===== config.mk =====
export PLATFORM = sky130hd
export DESIGN_NAME = bitstream_decoder
export DESIGN_NICKNAME = d
export VERILOG_FILES = /design/src/rtl/bitstream_decoder.sv
export SDC_FILE = /design/constraint.sdc
export NUM_CORES = 1
export LEC_CHECK = 0
export CORE_ASPECT_RATIO = 1.2
export CORE_MARGIN = 4
export CORE_UTILIZATION = 49
export CTS_CLUSTER_DIAMETER = 200
export DETAILED_ROUTE_END_ITERATION = 10
export PLACE_DENSITY = 0.79
export SETUP_SLACK_MARGIN = 0.3
export SKIP_LAST_GASP = 1
export SYNTH_ARGS = -nofsm -noshare
export SYNTH_HDL_FRONTEND = slang
export SYNTH_SLANG_ARGS = --single-unit

===== constraint.sdc =====
create_clock -name clk -period 1.7 [get_ports clk]
set_clock_uncertainty 0.05 [all_clocks]
set_input_delay 0.51 -clock clk [delete_from_list [all_inputs] [get_ports clk]]
set_output_delay 0.51 -clock clk [all_outputs]
set_load 0.005 [all_outputs]

===== src/rtl/bitstream_decoder.sv =====
// Stochastic bitstream decoder: counts ones over a window of 2**WINDOW_BITS samples
// and returns the count on y via valid/ready. Define BITSTREAM_BIPOLAR_EN for y = 2*count - WINDOW.
module bitstream_decoder #(
    parameter int WINDOW_BITS = 8
) (
    input  logic        clk,
    input  logic        n_rst,
    input  logic        start,
    input  logic        bit_in,
    output logic        busy,
    output logic        valid,
    input  logic        ready,
    output logic [31:0] y
);

    localparam int WINDOW = 1 << WINDOW_BITS;
    localparam logic [WINDOW_BITS-1:0] CNT_LAST = WINDOW_BITS'(WINDOW - 1);

    typedef enum logic [1:0] {IDLE, COUNT, DONE} state_t;

    state_t                 state, state_nxt;
    logic [WINDOW_BITS:0]   acc, acc_nxt, sum;
    logic [WINDOW_BITS-1:0] cnt, cnt_nxt;
    logic [31:0]            y_nxt, result;
    logic                   busy_nxt, valid_nxt;

    // One extra accumulator bit so an all-ones window reaches WINDOW without wrapping.
    assign sum = acc + (WINDOW_BITS+1)'(bit_in);

`ifdef BITSTREAM_BIPOLAR_EN
    assign result = (32'(sum) << 1) - 32'(WINDOW);
`else
    assign result = 32'(sum);
`endif

    always_ff @(posedge clk or negedge n_rst) begin
        if (!n_rst) begin
            state <= IDLE;
            acc   <= '0;
            cnt   <= '0;
            y     <= '0;
            valid <= 1'b0;
            busy  <= 1'b0;
        end else begin
            state <= state_nxt;
            acc   <= acc_nxt;
            cnt   <= cnt_nxt;
            y     <= y_nxt;
            valid <= valid_nxt;
            busy  <= busy_nxt;
        end
    end

    always_comb begin
        state_nxt = state;
        acc_nxt   = acc;
        cnt_nxt   = cnt;
        y_nxt     = y;
        valid_nxt = valid;
        busy_nxt  = busy;
        case (state)
            IDLE: begin
                if (start) begin
                    state_nxt = COUNT;
                    acc_nxt   = '0;
                    cnt_nxt   = '0;
                    busy_nxt  = 1'b1;
                end
            end
            COUNT: begin
                acc_nxt = sum;
                cnt_nxt = cnt + WINDOW_BITS'(1);
                if (cnt == CNT_LAST) begin
                    y_nxt     = result;
                    valid_nxt = 1'b1;
                    busy_nxt  = 1'b0;
                    state_nxt = DONE;
                end
            end
            DONE: begin
                // Accept and optionally chain straight into the next window.
                if (ready) begin
                    valid_nxt = 1'b0;
                    if (start) begin
                        state_nxt = COUNT;
                        acc_nxt   = '0;
                        cnt_nxt   = '0;
                        busy_nxt  = 1'b1;
                    end else begin
                        state_nxt = IDLE;
                    end
                end
            end
            default: state_nxt = IDLE;
        endcase
    end

endmodule

==> metrics.yaml <==
status: "finished, final reports clean"
fin_area_um2: 2110
combPwrFrac_pct: 30.7
power_density_nw_per_um2: 1010
r2r-start: "acc[0]"
drcViolationCount: 0
gp_congestion: 0.840
fin_util_pct: 67.1
yosysSeqAreaShare_pct: 45.5
dieWidth_um: 61.0
numClockSinks: 30
p_sw_share_pct: 34.4
ant_nets: 0
arrival_ns: 1.63
place_hpwl_um: 2280
vias_per_cell: 5.24
min_from: "acc[8]"
fin_nets: 216
track_usage_pct: 17.5
clock.fmax_ghz: 0.683
cp-start-kind: "register"
htreeDepth: 2
rows: 22
final_cells: 245
cts-hold-fix-buffers: 0
synth-edff-count: 0
netlist_area_um2: 1650
grt_pass1_wl_um: 5680
reg2reg_depth: 6
clkTransAtPathRegs_ns: 0.09
finalSetupViolCount: 0
required_ns: 1.86
wl_um: 3700
final_max_slew_viol_count: 0
rsz0062_at_grt: "yes"
die_h_um: 71.6
globalRoute.totalOverflow: 0
power_frac_clock_pct: 21.0
p_leak_uw: 0.000890
p_total_uw: 2120
core_area_um2: 3140
reg2reg_slack_ns: 0.23
cts_tree: "yes"
dp_cells: 221
hold_class: "register to register"
hold_path_end: "acc[8]"
initial_utilization_pct: 52.6
avgSynthCellArea_um2: 9.87
grt_max_degree: 31
n_antenna_cell: 0
timing.rr.end: "y[4]"
pwr-share-seq_pct: 48.3
routedWlPerCell_um: 15.1
ios: 39
endpoint_kind: "register"
grt_pass1_vias: 1300
period_minus_slack_ns: 1.47
ys_ff_latch: 30
drt_first_pass_iters: 4
placed_cell_area_um2: 1860
p_int_uw: 1390
antenna_found_initial: 0
syn_inst: 167
layout-drive-gt1-share_pct: 35.4
synthArstFlopShare_pct: 100
clock_latency_ns: 0.33
cts-root-buf: "clkbuf_4"
numCtsBuffers: 5
peakVddDrop_mv: 0.810
critPathKind: "register to register"
final-hold-violation-count: 0
worst-path-max-fanout: 7
drtIter0Drc: 43
finalSetupTns_ns: 0
timing.final.crit_share_pct: 86.2
min_path_cells: 1
area_growth_pct: 27.7
p_switching_uw: 730
ys.warnings.count: 0
die_area_um2: 4360
cap_viol_max_count: 0
vias: 1285
ys.flop_type: "dfrtp_1"
clk_path_buf_depth: 2
synth_cell_types: 33
io_buffer_count: 15
==> synth_stat cells, types with 5 or more instances <==
library cell   n  share of area (%)
o21ai_1        8                2.4
dfrtp_1       30                 46
nand3_1        6                1.8
nor2_1        17                3.9
buf_4         23                 10
a21oi_1        9                2.7
nand2_1        8                1.8
o21ai_0        5                1.5
xnor2_1       10                5.3
==> registers in the layout, indices dropped and copies added, names as in the netlist <==
signal  flops
acc         9
cnt         8
y           9
valid       1
busy        1
state       2
==> worst max-delay path: stages, from the launching register on <==
cell,delay [ns]
dfrtp_1,0.42
ha_4,0.18
ha_4,0.15
and3_4,0.21
buf_6,0.12
xnor2_1,0.13
a21oi_1,0.08
==> per-stage QoR <==
stage / setup WS (ns) / hold WS, ns
after floorplan: 0.151 / 0.164
after global placement: -0.328 / 0.410
after detailed placement: -0.367 / 0.420
after CTS: 0.244 / 0.437
after global routing: 0.175 / 0.494
final: 0.235 / 0.468
==> power groups by stage <==
stage,Clock [uW],Combinational (uW),Sequential (uW)
after floorplan,0,402,983
after global routing,489,717,1050
after CTS,456,551,1000
after global placement,0,448,1010
after detailed placement,0,468,1020
final,445,652,1020
==> cell families after synthesis <==
| logic type | Yosys count | synth area share (%) |
|---|---|---|
| buf+inv | 36 | 14.2 |
| simple gates | 41 | 13.0 |
| mux | 2 | 1.37 |
| flops | 30 | 45.5 |
| compound gates | 41 | 16.5 |
| fa+ha+maj | 3 | 2.28 |
| other cells | 1 | 0.227 |
| xor+xnor | 13 | 6.90 |
==> worst max-delay path by stage <==
stage                     startpoint  endpoint  slack [ns]  cells after the start
after global placement        bit_in      y[8]       -0.33                      7
after CTS                     acc[0]      y[4]        0.24                      6
after detailed placement      bit_in      y[6]       -0.37                      7
after global routing          acc[0]    acc[6]        0.18                      6
final                         acc[0]      y[4]        0.23                      6
after floorplan               bit_in      y[6]        0.15                      7
==> area by class of cell <==
| class | count | area (um^2) |
|---|---|---|
| fillers | 231 | 1030 |
| multi-input cells | 123 | 893 |
| flip-flops and latches | 30 | 753 |
| repair buffers | 44 | 339 |
| clock buffers | 7 | 55.1 |
| well taps | 36 | 45.0 |
| inverters | 4 | 15.0 |
| clock inverters | 1 | 5.00 |
==> cells in the final DEF, fill, tap and decap left out, types with 2 or more instances in the layout <==
cell type | netlist | final
dfrtp_2 | 0 | 2
a31oi_2 | 0 | 2
dfrtp_1 | 30 | 28
nand2_1 | 8 | 8
a22o_1 | 3 | 3
dlygate4sd2_1 | 0 | 2
buf_6 | 1 | 5
o21ai_0 | 5 | 3
ha_4 | 0 | 3
clkbuf_4 | 0 | 5
nand2b_1 | 3 | 2
a211oi_2 | 0 | 2
a21oi_1 | 9 | 8
xnor2_1 | 10 | 10
mux2_4 | 0 | 2
buf_4 | 23 | 22
and3_4 | 0 | 2
inv_1 | 4 | 4
nor2_1 | 17 | 16
nand3_2 | 0 | 4
conb_1 | 1 | 23
xor2_1 | 3 | 3
buf_2 | 4 | 12
o31ai_1 | 3 | 3
o21ai_1 | 8 | 9
==> routing by layer <==
layer	part of all wire [%]	global-route usage, %	up-vias
met4	1.7	9.16	0
met5	0	0	-
li1	-	-	609
met1	39	19.5	636
met3	4.0	4.68	6
met2	56	29.5	34
==> what timing repair did <==
| action | 4_1_cts | 5_1_grt |
|---|---|---|
| setup endpoints to repair | 34 | 32 |
| cloned | 1 | 0 |
| setup buffers | 10 | 5 |
| gates resized for setup | 62 | 16 |
| pin swaps | 10 | 7 |
(Power assumes the default switching activity.)
